## config.mk

```make
export PLATFORM = sky130hd
export DESIGN_NAME = muldiv_unit_flat
export DESIGN_NICKNAME = d
export VERILOG_FILES = /design/src/rtl/muldiv_unit_if.sv /design/src/rtl/muldiv_unit.sv /design/src/flat_wrapper.sv
export SDC_FILE = /design/constraint.sdc
export NUM_CORES = 1
export LEC_CHECK = 0
export CORE_ASPECT_RATIO = 0.7
export CORE_MARGIN = 4
export CORE_UTILIZATION = 70
export CTS_CLUSTER_SIZE = 25
export DETAILED_ROUTE_END_ITERATION = 6
export DONT_BUFFER_PORTS = 1
export PLACE_DENSITY_LB_ADDON = 0.08
export SKIP_CTS_REPAIR_TIMING = 1
export SLEW_MARGIN = 10
export SYNTH_ARGS = -nofsm -noshare
export SYNTH_HDL_FRONTEND = slang
export SYNTH_SLANG_ARGS = --single-unit
```

## constraint.sdc

```tcl
create_clock -name clk -period 14.6 [get_ports clk]
set_clock_uncertainty 0.05 [all_clocks]
set_input_delay 3.65 -clock clk [delete_from_list [all_inputs] [get_ports clk]]
set_output_delay 3.65 -clock clk [all_outputs]
set_load 0.1 [all_outputs]
```

## src/rtl/muldiv_unit_if.sv

```systemverilog
// muldiv_unit_if: operand, HI/LO write and result bundle between the pipeline and the multiply/divide unit.
// Latency: none, plain wires.
// Backpressure: busy is the only flow control; the pipeline holds mfhi/mflo/muldiv ops while it is high.
interface muldiv_unit_if #(
  parameter int WIDTH = 32
);
  logic             start;
  logic [1:0]       op;
  logic [WIDTH-1:0] a;
  logic [WIDTH-1:0] b;
  logic             mthi;
  logic             mtlo;
  logic [WIDTH-1:0] wdata;
  logic [WIDTH-1:0] hi;
  logic [WIDTH-1:0] lo;
  logic             busy;
  logic             done;

  modport master (
    output start, op, a, b, mthi, mtlo, wdata,
    input  hi, lo, busy, done
  );

  modport slave (
    input  start, op, a, b, mthi, mtlo, wdata,
    output hi, lo, busy, done
  );
endinterface

```

## src/rtl/muldiv_unit.sv

```systemverilog
// muldiv_unit: iterative MULT/MULTU/DIV/DIVU into the HI/LO registers, plus mthi/mtlo writes.
// Latency: start at edge 0 -> busy in cycles 1..WIDTH+1, HI/LO and done update in cycle WIDTH+2.
// Backpressure: none accepted; busy stalls the pipeline and start/mthi/mtlo seen while busy are dropped.
module muldiv_unit #(
  parameter int WIDTH = 32
) (
  input  logic         clk,
  input  logic         reset,
  muldiv_unit_if.slave bus
);

  localparam int CW = $clog2(WIDTH) + 1;

  typedef enum logic [1:0] {
    S_IDLE = 2'd0,
    S_RUN  = 2'd1,
    S_FIN  = 2'd2
  } state_t;

  state_t           state_q, state_d;
  logic [CW-1:0]    cnt_q, cnt_d;

  // Latched operation context
  logic             is_div_q, is_div_d;
  logic             neg_q, neg_d;       // product / quotient must be negated
  logic             neg_a_q, neg_a_d;   // dividend was negative: remainder follows it
  logic             dz_q, dz_d;         // divisor was zero
  logic [WIDTH-1:0] opnd_q, opnd_d;     // multiplicand or divisor magnitude

  // Working registers: {wh, wl} is the shifting product, or remainder:quotient
  logic [WIDTH-1:0] wh_q, wh_d;
  logic [WIDTH-1:0] wl_q, wl_d;

  // Architectural state
  logic [WIDTH-1:0] hi_q, hi_d;
  logic [WIDTH-1:0] lo_q, lo_d;
  logic             done_q, done_d;

  // Operand decode and per-iteration arithmetic
  logic               signed_op;
  logic               a_neg, b_neg;
  logic [WIDTH-1:0]   a_mag, b_mag;
  logic [WIDTH:0]     mul_sum;
  logic [WIDTH:0]     div_shift;
  logic [WIDTH+1:0]   div_diff;
  logic               div_ge;
  logic [2*WIDTH-1:0] prod_mag, prod_fix;
  logic [WIDTH-1:0]   quo_fix, rem_fix;

  assign bus.hi   = hi_q;
  assign bus.lo   = lo_q;
  assign bus.done = done_q;
  assign bus.busy = (state_q != S_IDLE);

  // Operand magnitudes, one shift-add / restoring-subtract step, and sign-corrected results
  always_comb begin
    signed_op = ~bus.op[0];
    a_neg     = signed_op & bus.a[WIDTH-1];
    b_neg     = signed_op & bus.b[WIDTH-1];
    a_mag     = a_neg ? -bus.a : bus.a;
    b_mag     = b_neg ? -bus.b : bus.b;

    // Multiply: add multiplicand when the multiplier LSB is set, then shift the pair right
    mul_sum   = {1'b0, wh_q} + (wl_q[0] ? {1'b0, opnd_q} : '0);

    // Divide: shift the next dividend bit into the remainder, subtract if it fits
    div_shift = {wh_q, wl_q[WIDTH-1]};
    div_diff  = {1'b0, div_shift} - {2'b00, opnd_q};
    div_ge    = ~div_diff[WIDTH+1];

    prod_mag  = {wh_q, wl_q};
    prod_fix  = neg_q ? -prod_mag : prod_mag;
    quo_fix   = neg_q ? -wl_q : wl_q;
    rem_fix   = neg_a_q ? -wh_q : wh_q;
  end

  // FSM next state: IDLE -> RUN for WIDTH iterations -> FIN -> IDLE
  always_comb begin
    state_d = state_q;
    cnt_d   = cnt_q;
    case (state_q)
      S_IDLE: begin
        if (bus.start) begin
          state_d = S_RUN;
          cnt_d   = '0;
        end
      end
      S_RUN: begin
        cnt_d = cnt_q + CW'(1);
        if (cnt_q == CW'(WIDTH - 1)) begin
          state_d = S_FIN;
        end
      end
      S_FIN: begin
        state_d = S_IDLE;
        cnt_d   = '0;
      end
      default: begin
        state_d = S_IDLE;
        cnt_d   = '0;
      end
    endcase
  end

  // Datapath next state: latch on start, iterate in RUN, commit HI/LO in FIN
  always_comb begin
    is_div_d = is_div_q;
    neg_d    = neg_q;
    neg_a_d  = neg_a_q;
    dz_d     = dz_q;
    opnd_d   = opnd_q;
    wh_d     = wh_q;
    wl_d     = wl_q;
    hi_d     = hi_q;
    lo_d     = lo_q;
    done_d   = 1'b0;
    case (state_q)
      S_IDLE: begin
        if (bus.start) begin
          // start wins over a simultaneous mthi/mtlo
          is_div_d = bus.op[1];
          neg_d    = a_neg ^ b_neg;
          neg_a_d  = a_neg;
          dz_d     = (bus.b == '0);
          wh_d     = '0;
          if (bus.op[1]) begin
            opnd_d = b_mag;
            wl_d   = a_mag;
          end else begin
            opnd_d = a_mag;
            wl_d   = b_mag;
          end
        end else begin
          if (bus.mthi) hi_d = bus.wdata;
          if (bus.mtlo) lo_d = bus.wdata;
        end
      end
      S_RUN: begin
        if (is_div_q) begin
          // Remainder is always below the divisor, so the low WIDTH bits are enough
          wh_d = div_ge ? div_diff[WIDTH-1:0] : div_shift[WIDTH-1:0];
          wl_d = {wl_q[WIDTH-2:0], div_ge};
        end else begin
          wh_d = mul_sum[WIDTH:1];
          wl_d = {mul_sum[0], wl_q[WIDTH-1:1]};
        end
      end
      S_FIN: begin
        done_d = 1'b1;
        if (is_div_q) begin
          // A zero divisor leaves the dividend magnitude as remainder, so HI = a after sign fix
          hi_d = rem_fix;
          lo_d = dz_q ? '1 : quo_fix;
        end else begin
          hi_d = prod_fix[2*WIDTH-1:WIDTH];
          lo_d = prod_fix[WIDTH-1:0];
        end
      end
      default: begin
        done_d = 1'b0;
      end
    endcase
  end

  // State and iteration counter
  always_ff @(posedge clk or posedge reset) begin
    if (reset) begin
      state_q <= S_IDLE;
      cnt_q   <= '0;
    end else begin
      state_q <= state_d;
      cnt_q   <= cnt_d;
    end
  end

  // Datapath and architectural HI/LO registers
  always_ff @(posedge clk or posedge reset) begin
    if (reset) begin
      is_div_q <= 1'b0;
      neg_q    <= 1'b0;
      neg_a_q  <= 1'b0;
      dz_q     <= 1'b0;
      opnd_q   <= '0;
      wh_q     <= '0;
      wl_q     <= '0;
      hi_q     <= '0;
      lo_q     <= '0;
      done_q   <= 1'b0;
    end else begin
      is_div_q <= is_div_d;
      neg_q    <= neg_d;
      neg_a_q  <= neg_a_d;
      dz_q     <= dz_d;
      opnd_q   <= opnd_d;
      wh_q     <= wh_d;
      wl_q     <= wl_d;
      hi_q     <= hi_d;
      lo_q     <= lo_d;
      done_q   <= done_d;
    end
  end

endmodule

```

## src/flat_wrapper.sv

```systemverilog
// flat-port wrapper written by rule: the top's interface ports become plain ports
module muldiv_unit_flat 
#(
  parameter int WIDTH = 32
)
  (clk, reset, bus_start, bus_op, bus_a, bus_b, bus_mthi, bus_mtlo, bus_wdata, bus_hi, bus_lo, bus_busy, bus_done);
  muldiv_unit_if #(.WIDTH(WIDTH)) bus_i ();
  input  logic clk;
  input  logic reset;
  input wire logic [$bits(bus_i.start)-1:0] bus_start;
  input wire logic [$bits(bus_i.op)-1:0] bus_op;
  input wire logic [$bits(bus_i.a)-1:0] bus_a;
  input wire logic [$bits(bus_i.b)-1:0] bus_b;
  input wire logic [$bits(bus_i.mthi)-1:0] bus_mthi;
  input wire logic [$bits(bus_i.mtlo)-1:0] bus_mtlo;
  input wire logic [$bits(bus_i.wdata)-1:0] bus_wdata;
  output wire logic [$bits(bus_i.hi)-1:0] bus_hi;
  output wire logic [$bits(bus_i.lo)-1:0] bus_lo;
  output wire logic [$bits(bus_i.busy)-1:0] bus_busy;
  output wire logic [$bits(bus_i.done)-1:0] bus_done;
  assign bus_i.start = bus_start;
  assign bus_i.op = bus_op;
  assign bus_i.a = bus_a;
  assign bus_i.b = bus_b;
  assign bus_i.mthi = bus_mthi;
  assign bus_i.mtlo = bus_mtlo;
  assign bus_i.wdata = bus_wdata;
  assign bus_hi = bus_i.hi;
  assign bus_lo = bus_i.lo;
  assign bus_busy = bus_i.busy;
  assign bus_done = bus_i.done;
  muldiv_unit #(.WIDTH(WIDTH)) u_core (.clk(clk), .reset(reset), .bus(bus_i));
endmodule
```

==> metrics.md, run 1 <==
| Metric | Value |
|---|---|
| Via count | `15,500` |
| Final Hold Violating Endpoints | `0` |
| Worst Setup End Kind | `flip-flop` |
| Mean Syn Cell Area | `7.96 µm²` |
| Post-synthesis simple-gate area fraction | `18.5%` |
| Max_cap viols | `0` |
| Reg2reg end | `u_core.wh_q[25]$_DFFE_PP0P_` |
| Mapped cell area | `15,200 µm²` |
| Area leader, netlist | `dfrtp_1` |
| Fin crit share | `40.8%` |
| Post-synth EDFFs | `0` |
| TritonCTS clock tree | `yes` |
| FF/Latch Area | `4330 µm²` |
| PD cells | `248 nW/µm²` |
| Worst hold path class | `flip-flop to flip-flop` |
| Critical path class | `input port to flip-flop` |
| GRT Overall Usage | `42.1%` |
| Top FF cell, synth | `dfrtp_1` |
| Endpoints failing setup | `0` |
| First drt pass iteration count | `7` |
| Seq/Total Area, Yosys | `28.6%` |
| Pin count of the biggest net entering global routing | `114` |
| Max Slew Vio Count | `0` |
| Worst Hold Path EP | `u_core.opnd_q[8]$_DFFE_PP0P_` |
| Status | `finished clean` |
| Share of layout cells above drive strength 1 | `4.57%` |
| Post-synthesis mux area share | `5.21%` |
| WL/cell | `24.9 µm` |
| Cells after Synth | `1,905` |
| Synth top area cells | `dfrtp_1 29%, o21ai_0 5.9%, a21oi_1 5.7%` |
| Multi-input gate area | `10,100 µm²` |
| Initial antenna violation count | `3` |
| Drt drc | `0` |
| Relative slew slack | `23.0%` |
| Tmin final | `5.95 ns` |
| Synth top cells by count | `178 x o21ai_0, 173 x a21oi_1, 173 x dfrtp_1` |
| RSZ-0062 raised after global routing | `no` |
| Tightest Pin Transition | `1.15 ns` |
| Largest family of logic cells by synthesized area | `compound AO/OA/AOI/OAI gates` |
| Synthesized Nets | `2,079` |
| Worst Path Max Fanout | `6` |
| Synth Register Bits | `173` |
| Core area | `21,000 µm²` |
| Hold Path Depth | `1` |
| Post-synth ARST share | `100%` |
| Cts bufs inserted | `17` |
| Fillers | `1,576` |
| Clk pin slew, worst setup/hold paths | `0.07 ns` |
| WL final | `52,700 µm` |
| Cell variety after synth | `81` |
| Die Ht | `131 µm` |
| Die ar. | `24,100 µm²` |
| Net count, final | `2,002` |
| Inst Count DP | `2,085` |
| Initial Util | `72.1%` |
| Hold_sp | `u_core.opnd_q[8]$_DFFE_PP0P_` |
| CP Data Required Time | `14.85 ns` |
| Clock Tree Buf Depth | `2` |
| Worst VDD drop | `0.153 mV` |
| Port buffer count | `0` |
| RR Startpoint | `u_core.wh_q[21]$_DFFE_PP0P_` |
| Top-count cell post-synth | `o21ai_0` |
| Setup TNS | `0 ns` |
| R2R Setup Slk | `10.22 ns` |
| Synth top area share | `28.6%` |
| Reg2reg path depth | `10` |
| Detailed Place HPWL | `40,400 µm` |
| Compound-gate portion of the synthesized area | `27.7%` |
| Clock net sink count | `173` |
| Post-Synth Adder-Cell Area | `5.96%` |
| Die W | `184 µm` |
| Final cell count without fillers | `2,118` |
| FMAX | `168 MHz` |
| DRT antenna net count | `0` |
| Crit path DAT | `6.21 ns` |
| Routability-driven placement congestion ratio | `1.07` |
| Yosys warning total | `0` |
| Startpoint types | `input port` |
| Post-Synth XOR/XNOR Area | `9.47%` |
| Area growth syn-to-layout | `4.23%` |
| P_leak | `6.42 nW` |
| DRT iter0 DRCs | `2,429` |
| Rows | `44` |
| Vias in the first global route | `14,200` |
| Vias/cell | `7.31` |
| First-pass GRT wire length | `80,200 µm` |
| I/O pin total | `169` |
| Clock latency on the worst-skew pair | `0.46 ns` |
| Htree depth | `4` |
| Clock root buffer | `clkbuf_16` |
| GRT overflow | `0` |
[cells by family (layout without fill, tap and decap cells)]
logic type	count (synthesis)	count (layout)
buffers and inverters	183	118
adders and majority gates	71	71
DFF	173	173
AOI/OAI and AO/OA	666	666
muxes	78	78
other	0	2
and+or+nand+nor	570	570
xor gates and xnor gates	164	164
[critical path: stages]
cell and delay [ns]:
nor4_1 0.77, nand4b_1 0.37, or3_1 0.53, o31ai_1 0.26
xor2_1 0.22, nor3_1 0.08, a211oi_1 0.27, a21oi_1 0.06
[per-stage QoR]
stage          worst slack (ns)  power [W]  hold slack, ns  area [µm²]  util (%)
2_1_floorplan              6.21    0.00271           0.399       15200         -
3_3_place_gp               8.32    0.00326           0.413       15200      72.4
3_5_place_dp               8.26    0.00332           0.424       15200      72.4
4_1_cts                    8.71    0.00379           0.438       15800      75.1
5_1_grt                    8.39    0.00411           0.442       15800      75.2
6_report                   8.65    0.00391           0.437       15800      75.2
[state kept, by name, summed over array words and instances, names as in the netlist]
register,count
u_core.wh_q,32
u_core.state_q,2
u_core.bus.lo,32
u_core.is_div_q,1
u_core.bus.hi,32
u_core.bus.done,1
u_core.neg_q,1
u_core.neg_a_q,1
u_core.wl_q,32
u_core.cnt_q,6
u_core.dz_q,1
u_core.opnd_q,32
[per-layer routing]
layer	vias to the layer above	global-route usage [%]	routed length (µm)
met5	-	0	21
met4	4	12.4	1600
met3	144	21.5	9940
met2	1198	55.1	20200
met1	7272	60.6	20900
li1	6864	-	-
[power breakdown]
part | internal [W] | switching (W) | leakage (nW)
sequential | 0.000633 | 0.000633 | 2.08
combinational | 0.000865 | 0.00131 | 4.05
clock | 0.000255 | 0.000214 | 0.285
total | 0.00175 | 0.00216 | 6.42
[layout make-up]
class	count	share of cell area (%)
Tap cell	276	2.18
Clock buffer	18	2.72
Sequential cell	173	27.4
Inverter	70	1.69
Antenna cell	2	0.0317
Multi-Input combinational cell	1549	64.2
Clock inverter	13	0.950
Timing Repair Buffer	17	0.807
[layout by cell type (no fill, tap or decap), types with 31 or more instances in the layout]
cell        n
a211oi_1   59
a21o_1     31
a21oi_1   172
a31oi_1    32
dfrtp_1   172
ha_1       69
inv_1      66
mux2i_1    71
nand2_1   167
nand3_1    35
nor2_1    141
nor3_1     44
o211ai_1   32
o21ai_0   177
or3_1      41
xnor2_1    97
xor2_1     67
[how the worst max path moves through the flow]
stage          startpoint                     endpoint  slack [ns]  cells after the start
3_5_place_dp     bus_b[4]  u_core.wl_q[24]$_DFFE_PP0P_        8.26                      8
6_report         bus_b[4]  u_core.wl_q[24]$_DFFE_PP0P_        8.65                      8
3_3_place_gp    bus_a[10]  u_core.wl_q[26]$_DFFE_PP0P_        8.32                      8
2_1_floorplan       reset    u_core.bus.done$_DFF_PP0_        6.21                      1
4_1_cts          bus_b[4]  u_core.wl_q[24]$_DFFE_PP0P_        8.71                      8
5_1_grt          bus_b[4]  u_core.wl_q[24]$_DFFE_PP0P_        8.39                      8
Note: power is estimated with default switching activity, not from simulation.
==> inputs of run 2 (changes only) <==
--- a/config.mk
+++ b/config.mk
@@ -7,7 +7,7 @@
 export LEC_CHECK = 0
 export CORE_ASPECT_RATIO = 0.7
 export CORE_MARGIN = 4
-export CORE_UTILIZATION = 70
+export CORE_UTILIZATION = 60
 export CTS_CLUSTER_SIZE = 25
 export DETAILED_ROUTE_END_ITERATION = 6
 export DONT_BUFFER_PORTS = 1
==> constraint.sdc (replaced) <==
create_clock -name clk -period 5.4 [get_ports clk]
set_clock_uncertainty 0.05 [all_clocks]
set_input_delay 1.35 -clock clk [delete_from_list [all_inputs] [get_ports clk]]
set_output_delay 1.35 -clock clk [all_outputs]
set_load 0.1 [all_outputs]
==> run 2 against run 1 <==
Effect of this change:
- power grew to 2.7 times the previous value
- sequential power increased to 2.7 times the previous value
- via count shrank 2.3%
- count of clock-buffer cells in the layout unchanged
- sequential share of layout area shrank 0.24 points
- hold slack lost 0.0090 ns
- core utilization shrank 11 points
- routed wire length up 3.3%
- first-iteration DRC count down 29%
==> metrics.md, run 2 (synthesis results as in run 1) <==
| Metric | Value |
|---|---|
| P_leak | `6.46 nW` |
| Setup TNS | `0 ns` |
| Clock net sink count | `173` |
| WL/cell | `25.1 µm` |
| DRT antenna net count | `0` |
| Fin crit share | `75.0%` |
| Htree depth | `4` |
| Vias/cell | `6.97` |
| CP Data Required Time | `5.71 ns` |
| Final Hold Violating Endpoints | `0` |
| RSZ-0062 raised after global routing | `no` |
| Worst VDD drop | `0.361 mV` |
| Drt drc | `0` |
| Status | `finished clean` |
| GRT overflow | `0` |
| I/O pin total | `169` |
| Cts bufs inserted | `17` |
| Relative slew slack | `24.3%` |
| Routability-driven placement congestion ratio | `1.02` |
| Core area | `24,700 µm²` |
| Net count, final | `2,007` |
| Clock root buffer | `clkbuf_16` |
| Cell breakdown of the critical path | `inv_1 -> nor2_1 -> ha_1 -> a211oi_1 -> o211ai_1 -> a221oi_1 -> buf_4 -> a2bb2oi_1 -> a21oi_1 -> o311a_1 -> a41oi_1` |
| Clock Tree Buf Depth | `2` |
| Port buffer count | `0` |
| Tmin final | `4.05 ns` |
| Tightest Pin Transition | `1.13 ns` |
| Rows | `48` |
| Clk pin slew, worst setup/hold paths | `0.07 ns` |
| Die ar. | `27,900 µm²` |
| Via count | `15,100` |
| Max_cap viols | `0` |
| Critical path class | `flip-flop to flip-flop` |
| DRT iter0 DRCs | `1,725` |
| Most common cell after layout, fill and taps aside | `o21ai_0` |
| Delay of the slowest critical-path stage | `0.64 ns` |
| Worst Path Max Fanout | `24` |
| First-pass GRT wire length | `82,500 µm` |
| TritonCTS clock tree | `yes` |
| Core Util, Final | `64.4%` |
| Worst hold path class | `flip-flop to flip-flop` |
| Die Ht | `141 µm` |
| Initial Util | `61.3%` |
| Crit path DAT | `4.36 ns` |
| Clock latency on the worst-skew pair | `0.45 ns` |
| Slowest stage cell, crit path | `inv_1` |
| Worst Setup End Kind | `flip-flop` |
| Detailed Place HPWL | `42,800 µm` |
| Area growth syn-to-layout | `5.17%` |
| Startpoint types | `flip-flop` |
| WL final | `54,400 µm` |
| First drt pass iteration count | `5` |
| Initial antenna violation count | `1` |
| PD cells | `673 nW/µm²` |
| Most frequent cells in the layout | `178 x o21ai_0, 172 x a21oi_1, 172 x dfrtp_1` |
| Share of layout cells above drive strength 1 | `4.93%` |
| FMAX | `247 MHz` |
| GRT Overall Usage | `38.1%` |
| Pin count of the biggest net entering global routing | `106` |
| Die W | `198 µm` |
| Vias in the first global route | `13,700` |
| Max Slew Vio Count | `0` |
| Endpoints failing setup | `0` |
==> run 2: changes by cell type in the layout (fill, tap and decap cells not counted), sizes merged <==
cell / previous run / this run
clkinv: 3 / 4
diode: 2 / 1
buf: 17 / 22
bufinv: 2 / 1
clkinvlp: 1 / 2
==> run 2: final timing paths <==
| path | from | slack [ns] | end | cells after the start |
|---|---|---|---|---|
| min in group asynchronous | reset | 0.85 | u_core.bus.lo[12]$_DFFE_PP0P_ | 2 |
| hold / removal | u_core.opnd_q[20]$_DFFE_PP0P_ | 0.43 | u_core.opnd_q[20]$_DFFE_PP0P_ | 1 |
| hold reg to reg | u_core.opnd_q[20]$_DFFE_PP0P_ | 0.43 | u_core.opnd_q[20]$_DFFE_PP0P_ | 1 |
| setup reg to reg | u_core.wl_q[0]$_DFFE_PP0P_ | 1.35 | u_core.wh_q[30]$_DFFE_PP0P_ | 11 |
| max in group asynchronous | reset | 3.63 | u_core.wh_q[27]$_DFFE_PP0P_ | 2 |
| setup / recovery | u_core.wl_q[0]$_DFFE_PP0P_ | 1.35 | u_core.wh_q[30]$_DFFE_PP0P_ | 11 |
==> run 2: metrics by stage <==
step                power [W]  hold WS (ns)  setup WS (ns)  cells  instance area (µm²)
floorplan             0.00734         0.399           1.57   1905                15200
global placement      0.00907         0.414           1.41   2139                15300
detailed placement    0.00910         0.416           1.37   2139                15300
CTS                    0.0104         0.431           1.49   2171                15900
global route           0.0113         0.445           1.11   2172                15900
finish                 0.0107         0.428           1.35   2172                15900
==> run 2: per-layer routing <==
| layer | up-vias | share of wire [%] | wire (µm) | GRT usage (%) |
|---|---|---|---|---|
| met5 | - | 0 | 0 | 0 |
| met2 | 1000 | 37 | 19900 | 47.2 |
| met3 | 76 | 17 | 9390 | 16.9 |
| li1 | 6887 | - | - | - |
| met4 | 0 | 2.3 | 1280 | 9.67 |
| met1 | 7165 | 44 | 23900 | 59.2 |
==> run 2: cell type report <==
cell class,instances,area [µm²]
clock buffers,18,439
diodes,1,2.50
clock inverters,14,166
multi-input cells,1549,10200
flip-flops and latches,173,4330
fillers,2177,8800
well taps,325,407
inverters,70,267
repair buffers,22,178
==> run 2: worst max-delay path: cells and delay by family (launching register included) <==
kind                     cells  cell delay (ns)
AO/OA/AOI/OAI                7             2.18
adder cells (fa/ha/maj)      1             0.27
buffers and inverters        2             0.85
flip-flops                   1             0.46
AND/OR/NAND/NOR              1             0.14
==> run 2: power by group <==
group	internal, W	total, W	switching (W)
Combinational	0.00236	0.00604	0.00367
Clock	0.000676	0.00129	0.000616
Sequential	0.00171	0.00341	0.00170
Total	0.00475	0.0107	0.00598
==> inputs of run 3 (changes only) <==
==> constraint.sdc (replaced) <==
create_clock -name clk -period 3.3 [get_ports clk]
set_clock_uncertainty 0.05 [all_clocks]
set_input_delay 0.825 -clock clk [delete_from_list [all_inputs] [get_ports clk]]
set_output_delay 0.825 -clock clk [all_outputs]
set_load 0.1 [all_outputs]
==> run 3 against run 2 <==
Effect of this change:
- the flow now finishes with violations (design-rule violations)
- final cell count up 6.5%
- hold slack worse by 0.26 ns
- die area unchanged
- combinational power up 100%
- core utilization up 5.1 points
- via count up 5.5%
- flip-flop and latch count unchanged
- sequential share of layout area down 2.0 points
- final area up 8.0%
- clock power up 60%
- sequential power up 47%
- critical endpoint unchanged
==> metrics.md, run 3 (synthesis results as in run 1) <==
| Metric | Value |
|---|---|
| Area growth syn-to-layout | `13.5%` |
| Failing checks | `design-rule violations` |
| Die W | `198 µm` |
| Net Sw Frac | `54.0%` |
| I/O pin total | `169` |
| Fin crit share | `98.9%` |
| DP Area | `16,500 µm²` |
| Clock Tree Buf Depth | `2` |
| Worst hold path class | `input port to async pin` |
| Net count, final | `2,148` |
| Most frequent cells in the layout | `171 x o21ai_0, 171 x dfrtp_1, 168 x a21oi_1` |
| Tightest Pin Transition | `1.16 ns` |
| Status | `finished with violations` |
| Pin count of the biggest net entering global routing | `95` |
| DRT antenna net count | `0` |
| Vias in the first global route | `14,500` |
| GRT Overall Usage | `40.3%` |
| Final cell count without fillers | `2,314` |
| Max_cap viols | `0` |
| Die ar. | `27,900 µm²` |
| Fillers | `2,101` |
| Critical path class | `flip-flop to flip-flop` |
| Sequential Power Share | `26.0%` |
| WL final | `58,600 µm` |
| Share of layout cells above drive strength 1 | `13.4%` |
| Tmin final | `3.26 ns` |
| Clock latency on the worst-skew pair | `0.46 ns` |
| FMAX | `307 MHz` |
| Internal power | `0.00887 W` |
| Clock root buffer | `clkbuf_16` |
| Core Util, Final | `69.6%` |
| Rows | `48` |
| GRT overflow | `0` |
| Worst VDD drop | `0.569 mV` |
| Vias/cell | `6.90` |
| Die Ht | `141 µm` |
| PD cells | `1120 nW/µm²` |
| Port buffer count | `0` |
| Initial antenna violation count | `1` |
| Setup WS pre-CTS | `-0.169 ns` |
| Detailed Place HPWL | `46,100 µm` |
| Startpoint types | `flip-flop` |
| Worst Path Max Fanout | `21` |
| Routability-driven placement congestion ratio | `1.01` |
| DRT iter0 DRCs | `2,128` |
| Clk pin slew, worst setup/hold paths | `0.08 ns` |
| Drt drc | `3` |
| Cts bufs inserted | `17` |
| Switching power | `0.0104 W` |
| Final WS setup | `0.0374 ns` |
| Crit path DAT | `3.58 ns` |
| Max Slew Vio Count | `0` |
| Inst Count DP | `2,277` |
| WL/cell | `25.3 µm` |
| Combinational fraction of design power | `63.2%` |
| First drt pass iteration count | `7` |
| First-pass GRT wire length | `86,500 µm` |
| TritonCTS clock tree | `yes` |
| Clk pwr share | `10.7%` |
| Final Hold Violating Endpoints | `0` |
| CP Data Required Time | `3.61 ns` |
| Core area | `24,700 µm²` |
| Via count | `16,000` |
| Post-route cell area | `17,200 µm²` |
| Clock net sink count | `173` |
| Initial Util | `61.3%` |
| P_leak | `7.18 nW` |
| Htree depth | `4` |
| Endpoints failing setup | `0` |
| Relative slew slack | `22.6%` |
| Worst Setup End Kind | `flip-flop` |
| Reg2reg path depth | `13` |
-- run 3: path summary, 6_finish.rpt --
kind / from / end / slack, ns
setup / recovery: u_core.wl_q[0]$_DFFE_PP0P_ / u_core.wh_q[30]$_DFFE_PP0P_ / 0.04
hold / removal: reset / u_core.wl_q[14]$_DFFE_PP0P_ / 0.17
setup reg to reg: u_core.wl_q[0]$_DFFE_PP0P_ / u_core.wh_q[30]$_DFFE_PP0P_ / 0.04
hold reg to reg: u_core.opnd_q[14]$_DFFE_PP0P_ / u_core.opnd_q[14]$_DFFE_PP0P_ / 0.44
max in group asynchronous: reset / u_core.wh_q[17]$_DFFE_PP0P_ / 2.17
min in group clk: bus_b[31] / u_core.dz_q$_DFFE_PP0P_ / 0.42
-- run 3: cell type report --
type / instances / area, µm² / area share, %
Antenna cell: 2 / 5.00 / 0.0291
Clock buffer: 18 / 439 / 2.55
Multi-Input combinational cell: 1549 / 10300 / 59.8
Tap cell: 325 / 407 / 2.36
Timing Repair Buffer: 163 / 1320 / 7.69
Inverter: 70 / 267 / 1.55
Clock inverter: 14 / 148 / 0.858
Sequential cell: 173 / 4330 / 25.2
-- run 3: through the flow --
| stage | total power, W | setup TNS [ns] | hold WS, ns |
|---|---|---|---|
| global route | 0.0202 | -0.0372 | 0.184 |
| finish | 0.0193 | 0 | 0.170 |
| floorplan | 0.0120 | 0 | 0.399 |
| CTS | 0.0185 | -0.282 | 0.183 |
| detailed placement | 0.0164 | -1.10 | 0.420 |
| global placement | 0.0161 | -0.645 | 0.413 |
-- run 3: power groups by stage --
stage | registers (W) | clock network, W | logic, W
after global placement | 0.00493 | 0 | 0.0112
after detailed placement | 0.00497 | 0 | 0.0114
after CTS | 0.00493 | 0.00206 | 0.0115
after floorplan | 0.00473 | 0 | 0.00727
after global routing | 0.00507 | 0.00214 | 0.0130
final | 0.00502 | 0.00207 | 0.0122
-- run 3: routing by layer --
metal	up-vias	share of wire (%)	global-route usage [%]
li1	7161	-	-
met1	7508	42	60.2
met2	1179	38	52.1
met3	108	18	18.8
met4	4	2.4	9.49
met5	-	0.17	0
-- run 3: worst max-delay path, stage by stage, from the launching register on --
cell	delay (ns)
dfrtp_1	0.39
inv_1	0.11
buf_12	0.17
buf_4	0.17
nor2_2	0.24
ha_1	0.31
a21oi_2	0.23
o21ai_1	0.15
a2111o_1	0.45
a31oi_2	0.22
xnor2_1	0.14
nor2_1	0.05
o311a_1	0.30
a41oi_1	0.18
